==> src/rtl/game_grid_scan.sv <==
// 640x480@60 raster scanner: publishes the current tile coordinate to the game
// objects and composites their draw flags into registered RGB with aligned syncs.
module game_grid_scan #(
  parameter int H_VISIBLE  = 640,
  parameter int H_FRONT    = 16,
  parameter int H_SYNC     = 96,
  parameter int H_BACK     = 48,
  parameter int V_VISIBLE  = 480,
  parameter int V_FRONT    = 10,
  parameter int V_SYNC     = 2,
  parameter int V_BACK     = 33,
  parameter int TILE_SHIFT = 4
) (
  input  logic       i_clk,
  input  logic       i_reset,
  input  logic       i_draw_ball,
  input  logic       i_draw_p1,
  input  logic       i_draw_p2,
  output logic [5:0] o_col,
  output logic [5:0] o_row,
  output logic       o_frame_start,
  output logic       o_hsync,
  output logic       o_vsync,
  output logic [2:0] o_red,
  output logic [2:0] o_grn,
  output logic [2:0] o_blu
);

  localparam int H_TOTAL = H_VISIBLE + H_FRONT + H_SYNC + H_BACK;
  localparam int V_TOTAL = V_VISIBLE + V_FRONT + V_SYNC + V_BACK;

  localparam logic [9:0] H_LAST     = 10'(H_TOTAL - 1);
  localparam logic [9:0] V_LAST     = 10'(V_TOTAL - 1);
  localparam logic [9:0] H_VIS      = 10'(H_VISIBLE);
  localparam logic [9:0] V_VIS      = 10'(V_VISIBLE);
  localparam logic [9:0] HS_FIRST   = 10'(H_VISIBLE + H_FRONT);
  localparam logic [9:0] HS_LAST    = 10'(H_VISIBLE + H_FRONT + H_SYNC - 1);
  localparam logic [9:0] VS_FIRST   = 10'(V_VISIBLE + V_FRONT);
  localparam logic [9:0] VS_LAST    = 10'(V_VISIBLE + V_FRONT + V_SYNC - 1);
  localparam logic [5:0] OFF_GRID   = 6'd63;

  typedef struct packed {
    logic [2:0] red;
    logic [2:0] grn;
    logic [2:0] blu;
  } rgb_t;

  localparam rgb_t RGB_BLACK = '{red: 3'd0, grn: 3'd0, blu: 3'd0};
  localparam rgb_t RGB_BALL  = '{red: 3'd7, grn: 3'd7, blu: 3'd7};
  localparam rgb_t RGB_P1    = '{red: 3'd0, grn: 3'd7, blu: 3'd0};
  localparam rgb_t RGB_P2    = '{red: 3'd0, grn: 3'd7, blu: 3'd7};

  logic [9:0] h_cnt, v_cnt;
  logic       h_wrap, v_wrap;
  logic       vis0, hs0_n, vs0_n;
  logic [5:0] col0, row0;
  logic       vis1, hs1_n, vs1_n;
  logic       vis2, hs2_n, vs2_n;
  rgb_t       pix_rgb, rgb_q;

  assign h_wrap = (h_cnt == H_LAST);
  assign v_wrap = (v_cnt == V_LAST);

  // NOTE: non-blocking assignments in clocked blocks, so every register samples
  // the value its source held before this edge regardless of statement order.
  always_ff @(posedge i_clk) begin
    if (i_reset) begin
      h_cnt <= '0;
      v_cnt <= '0;
    end else begin
      h_cnt <= h_wrap ? '0 : h_cnt + 10'd1;
      if (h_wrap) v_cnt <= v_wrap ? '0 : v_cnt + 10'd1;
    end
  end

  // Raw decode of the pixel the counters hold this cycle.
  assign vis0  = (h_cnt < H_VIS) && (v_cnt < V_VIS);
  assign hs0_n = !((h_cnt >= HS_FIRST) && (h_cnt <= HS_LAST));
  assign vs0_n = !((v_cnt >= VS_FIRST) && (v_cnt <= VS_LAST));
  assign col0  = vis0 ? 6'(h_cnt >> TILE_SHIFT) : OFF_GRID;
  assign row0  = vis0 ? 6'(v_cnt >> TILE_SHIFT) : OFF_GRID;

  // Stage 1 publishes the tile coordinate; stage 2 lines up with the draw flags.
  always_ff @(posedge i_clk) begin
    if (i_reset) begin
      o_col         <= OFF_GRID;
      o_row         <= OFF_GRID;
      o_frame_start <= 1'b0;
      vis1          <= 1'b0;
      hs1_n         <= 1'b1;
      vs1_n         <= 1'b1;
      vis2          <= 1'b0;
      hs2_n         <= 1'b1;
      vs2_n         <= 1'b1;
    end else begin
      o_col         <= col0;
      o_row         <= row0;
      o_frame_start <= (h_cnt == '0) && (v_cnt == '0);
      vis1          <= vis0;
      hs1_n         <= hs0_n;
      vs1_n         <= vs0_n;
      vis2          <= vis1;
      hs2_n         <= hs1_n;
      vs2_n         <= vs1_n;
    end
  end

  always_comb begin
    // NOTE: the default assignment up front covers every path, so no latch is inferred.
    pix_rgb = RGB_BLACK;
    if (vis2) begin
      if (i_draw_ball)    pix_rgb = RGB_BALL;
      else if (i_draw_p1) pix_rgb = RGB_P1;
      else if (i_draw_p2) pix_rgb = RGB_P2;
    end
  end

  // Colour and syncs leave through the same register stage so they stay aligned.
  always_ff @(posedge i_clk) begin
    if (i_reset) begin
      rgb_q   <= RGB_BLACK;
      o_hsync <= 1'b1;
      o_vsync <= 1'b1;
    end else begin
      rgb_q   <= pix_rgb;
      o_hsync <= hs2_n;
      o_vsync <= vs2_n;
    end
  end

  assign o_red = rgb_q.red;
  assign o_grn = rgb_q.grn;
  assign o_blu = rgb_q.blu;

endmodule

==> config.mk <==
export PLATFORM = sky130hd
export DESIGN_NAME = game_grid_scan
export DESIGN_NICKNAME = d
export VERILOG_FILES = /design/src/rtl/game_grid_scan.sv
export SDC_FILE = /design/constraint.sdc
export NUM_CORES = 1
export LEC_CHECK = 0
export BUFFER_PORTS_ARGS = -buffer_cell sky130_fd_sc_hd__buf_4
export CAP_MARGIN = 30
export CORE_MARGIN = 3
export CORE_UTILIZATION = 39
export CTS_BUF_LIST = sky130_fd_sc_hd__clkbuf_2 sky130_fd_sc_hd__clkbuf_4 sky130_fd_sc_hd__clkbuf_8
export CTS_CLUSTER_DIAMETER = 100
export CTS_CLUSTER_SIZE = 28
export DETAILED_ROUTE_END_ITERATION = 6
export GPL_ROUTABILITY_DRIVEN = 0
export MAX_ROUTING_LAYER = met4
export SYNTH_ARGS = -nofsm -noshare
export SYNTH_HDL_FRONTEND = slang
export SYNTH_SLANG_ARGS = --single-unit
==> constraint.sdc <==
create_clock -name i_clk -period 4.2 [get_ports i_clk]
set_clock_uncertainty 0.2 [all_clocks]
set_input_delay 1.26 -clock i_clk [delete_from_list [all_inputs] [get_ports i_clk]]
set_output_delay 1.26 -clock i_clk [all_outputs]
set_load 0.03 [all_outputs]
== Word level (Yosys, flattened, before mapping) ==
Index checks and enable logic that the tools add are counted.

* Bits in registers: 50
* Logic and storage cells: 43
* Input port bits: 5

* Reductions and logical operators: 11
* Magnitude comparators: 6
* Eq/ne operators: 2
* Mux-type cells: 4
* $add $sub $neg: 2
* Bitwise logic cells: 2

{| class="wikitable"
|+ Operators by type and width
! operator !! number
|-
| adder 10 x 1 -> 10 bit, second input constant || 2
|-
| == test 10 bit, second input constant || 2
|-
| zero test 10 bit || 2
|-
| 2-to-1 mux 6 bit || 2
|-
| >= comparator 10 bit, second input constant || 1
|-
| >= comparator 10 x 9 -> 1 bit, second input constant || 1
|-
| less-or-equal comparator 10 bit, second input constant || 1
|-
| less-or-equal comparator 10 x 9 -> 1 bit, second input constant || 1
|-
| less-than comparator 10 bit, second input constant || 1
|-
| less-than comparator 10 x 9 -> 1 bit, second input constant || 1
|-
| 2-to-1 mux 10 bit || 1
|-
| 2-to-1 mux 9 bit || 1
|-
| OR reduction 2 bit || 3
|-
| logical AND 1 bit || 4
|-
| zero test 1 bit || 2
|-
| NOT 1 bit || 2
|}

== Depth between registers and ports, before layout ==
* Depth in word-level cells: 4
* Mapped depth: 6
* Depth with buffers taken out: 6

== Worst setup path after synthesis ==
OpenSTA, ideal clock, no wires.

* Path kind: input port to flip-flop
* Start point: in i_reset
* End point: reg o_col[0]
* Buffers on the path: 1
* Cell stages on the path: 4
* Arrival time: 1.872 ns
* Setup slack: 2.005 ns
* Cells stage by stage: nor2_1 > nand3_1 > clkbuf_1 > or2_2

* Cells in the longest elaborated chain, start to end: 1

{| class="wikitable"
|+ RTL lines
! what !! RTL line !! source
|-
| start, declared || 15 || <nowiki>input logic i_reset,</nowiki>
|-
| OR reduction 2 bit (no line) || - ||
|-
| end signal, assigned || 96 || <nowiki>o_col <= col0;</nowiki>
|-
| end, declared || 19 || <nowiki>output logic [5:0] o_col,</nowiki>
|}

No other way between the ends.
A chain may end at the register's enable or synchronous reset.

==> impl_metrics.py <==
metrics = {
    "clock_network": {
        "clk_latency_ns": 0.29,
        "cts_tree": "yes",
        "postCtsHoldBufs": 0,
        "cts_resized": 0,
        "cts-root-buf": "clkbuf_8",
        "clkTransAtPathRegs_ns": 0.07,
        "numCtsBuffers": 5,
        "cts.path.max_buffers": 2,
        "ctsHtreeMaxLevel": 2,
        "cts.sinks": 44,
        "cts_post_setup_buffers_inserted": 0,
    },
    "die": {
        "io-pin-count": 29,
        "dieHeight_um": 74.6,
        "coreArea_um2": 4440,
        "dieWidth_um": 74.6,
        "die-area_um2": 5570,
        "start_util": 0.413,
        "row_count": 24,
    },
    "finish": {
        "antenna-diode-count": 0,
        "post-route-util": 0.469,
        "seq_area_um2": 881,
        "drive_gt1_frac": 0.270,
        "syn2layout_area_growth_pct": 13.6,
        "multi_input_area_um2": 822,
        "layout.nets": 220,
        "nFillCells": 441,
    },
    "power": {
        "p_per_area_nw_per_um2": 356,
        "clkPwrFrac": 0.331,
        "intPower_mw": 0.565,
        "combPwrFrac": 0.083,
        "p_switching_mw": 0.177,
        "finalPower_mw": 0.742,
        "leakage_nw": 0.839,
        "switching_share": 0.238,
        "peakVddDrop_uv": 187,
        "seqPwrFrac": 0.586,
    },
    "sta": {
        "hold_slack_ns": 0.211,
        "slew_violations": 0,
        "setup_violations": 0,
        "max_clock_freq_ghz": 0.441,
        "timing.final.crit_share": 0.540,
        "period_minus_slack_ns": 2.27,
        "fin_tns_setup_ns": 0,
        "layout_setup_ws_ns": 1.93,
        "worst_pin_slew_ns": 0.536,
        "rsz0062_at_grt": "false",
        "max_slew_margin": 0.642,
        "finalHoldViolCount": 0,
    },
    "global_routing": {
        "grt_start_max_net_pins": 17,
        "grt_overflow": 0,
        "grtUsageTotal": 0.133,
        "grt_pass1_vias": 1172,
        "antenna_found_initial": 0,
        "grt_pass1_wl_um": 5450,
    },
    "place": {
        "port_buffers": 28,
        "dp_hpwl_um": 2350,
        "pre_cts_ws_ns": 1.65,
    },
    "route": {
        "postRouteAntennaNets": 0,
        "avgRoutedWirePerCell_um": 12.6,
        "dr.pass1.iters": 4,
        "drtIter0Drc": 47,
        "viasPerCell": 4.99,
        "finalWirelength_um": 3310,
        "via_count": 1313,
        "drcViolationCount": 0,
    },
    "worst_hold_path": {
        "hold_path.class": "reg -> reg",
        "holdPathStages": 1,
        "hold_start": "hs1_n$_SDFF_PP1_",
        "hold_end": "hs2_n$_SDFF_PP1_",
    },
    "synthesis": {
        "synth_area_per_cell_um2": 9.47,
        "synth_edf_count": 0,
        "syn_inst": 194,
        "synth_fp_nets": 203,
        "yosysWarnings": 0,
        "synth_top_cell_by_area": "dfxtp_1",
        "ys.flop_type": "dfxtp_1",
        "yosysSeqAreaShare": 0.480,
        "ys_seq_elements": 44,
        "postSynth.asyncResetShare": 0,
        "syn_area_um2": 1840,
        "netlist.area_leader.share": 0.480,
        "synthTopCellsByArea": "dfxtp_1 48%, or2_2 4.8%, nor2_1 4.7%",
        "synth_cell_types": 37,
    },
    "status": {
        "status": "finished, final reports clean",
    },
    "critical_path": {
        "cp-start-kind": "register",
        "cp.arrival_ns": 0.81,
        "cp_top_family": "flip-flops",
        "r2r-end": "h_cnt[7]$_SDFF_PP0_",
        "critical_path.slowest_cell": "dfxtp_1",
        "path_cells": "buf_4",
        "crit_required_ns": 2.74,
        "r2r_setup_slack_ns": 2.07,
        "r2r_cells": 4,
        "cp.depth": 1,
        "worstReg2RegStart": "h_cnt[4]$_SDFF_PP0_",
        "cp_max_fo": 3,
        "worstSetupPathType": "reg -> out",
        "cp_num_buf_inv": 1,
        "endpoint_kind": "output port",
        "critPathMaxStageDelay_ns": 0.35,
    },
    "job": {
        "cap_violations": 0,
    },
}
layout by cell type, fill, tap and decap left out:
cell / instances
a21oi_1: 5
and2_1: 2
and3_1: 1
and3_2: 1
and4_1: 1
buf_4: 28
clkbuf_8: 5
clkinv_2: 1
clkinvlp_4: 1
dfxtp_1: 44
ha_1: 4
inv_1: 7
mux2i_1: 2
nand2_1: 6
nand2b_1: 3
nand3_1: 12
nand4_1: 11
nor2_1: 23
nor2b_1: 2
nor3_1: 3
nor3_2: 3
nor4_1: 4
nor4_4: 2
nor4b_1: 1
nor4b_2: 1
nor4bb_1: 1
o21ai_0: 2
o21bai_1: 1
o31ai_1: 2
or2_1: 1
or2_2: 14
or3_1: 1
or4_1: 1
or4b_4: 1
xnor2_1: 7
xor2_1: 7
worst register-to-register path, delay by kind of cell, from the launching register on:
kind             cells  cell delay [ns]
DFF                  1             0.50
and+or+nand+nor      4             1.31
metal layers:
| layer | vias to the layer above | wire length [um] | global-route usage |
|---|---|---|---|
| li1 | 676 | - | - |
| met1 | 597 | 1660 | 0.171 |
| met2 | 35 | 1360 | 0.184 |
| met3 | 5 | 238 | 0.0574 |
| met4 | 0 | 44 | 0.0474 |
| met5 | - | 0 | - |
synth_stat cells, types with 3 or more instances:
cell,n
dfxtp_1,44
nor2_1,23
or2_2,14
nand3_1,12
nand4_1,11
buf_4,7
inv_1,7
xnor2_1,7
xor2_1,7
nand2_1,6
a21oi_1,5
clkbuf_1,5
buf_2,4
ha_1,4
nor4_1,4
nand2b_1,3
nor3_1,3
nor3_2,3
power by group through the flow:
stage / Combinational [mW] / Sequential (mW) / Clock (mW)
2_1_floorplan: 0.0266 / 0.459 / 0
3_3_place_gp: 0.0622 / 0.444 / 0
3_5_place_dp: 0.0626 / 0.444 / 0
4_1_cts: 0.0629 / 0.434 / 0.257
5_1_grt: 0.0673 / 0.436 / 0.273
6_report: 0.0619 / 0.435 / 0.246
layout make-up:
| type | count | share of cell area |
|---|---|---|
| flip-flops and latches | 44 | 0.422 |
| clock buffers | 5 | 0.0330 |
| inverters | 7 | 0.0126 |
| well taps | 52 | 0.0312 |
| multi-input cells | 125 | 0.394 |
| repair buffers | 28 | 0.101 |
| clock inverters | 2 | 0.00600 |
sequential cells by signal, indices dropped and copies added (netlist names):
name,count
o_frame_start,1
o_row,6
vis2,1
vis1,1
hs1_n,1
v_cnt,10
o_grn,1
o_hsync,1
h_cnt,10
hs2_n,1
o_red,1
vs2_n,1
o_blu,1
vs1_n,1
o_vsync,1
o_col,6
stage by stage:
step | std cells | cell area (um^2)
finish | 263 | 2090
global route | 263 | 2090
CTS | 263 | 2090
detailed placement | 256 | 2000
global placement | 256 | 2000
floorplan | 194 | 1840
cells by family (layout without fill, tap and decap cells):
family | count (synthesis) | after routing | share of synthesized area
and+or+nand+nor | 95 | 95 | 0.311
DFF | 44 | 44 | 0.480
buffers and inverters | 25 | 42 | 0.0729
xor gates and xnor gates | 14 | 14 | 0.0668
AOI/OAI and AO/OA | 10 | 10 | 0.0313
adders and majority gates | 4 | 4 | 0.0272
muxes | 2 | 2 | 0.0109
how the worst max path moves through the flow:
stage | from | to | slack (ns)
finish | o_blu[1]$_SDFF_PP0_ | o_blu[2] | 1.93
global route | i_reset | o_col[1]$_SDFF_PP1_ | 1.88
CTS | o_blu[1]$_SDFF_PP0_ | o_blu[2] | 1.92
detailed placement | i_reset | o_row[0]$_SDFF_PP1_ | 1.65
global placement | i_reset | o_row[3]$_SDFF_PP1_ | 1.66
floorplan | i_reset | o_col[0]$_SDFF_PP1_ | 2.01
Note: power is estimated with default switching activity, not from simulation.
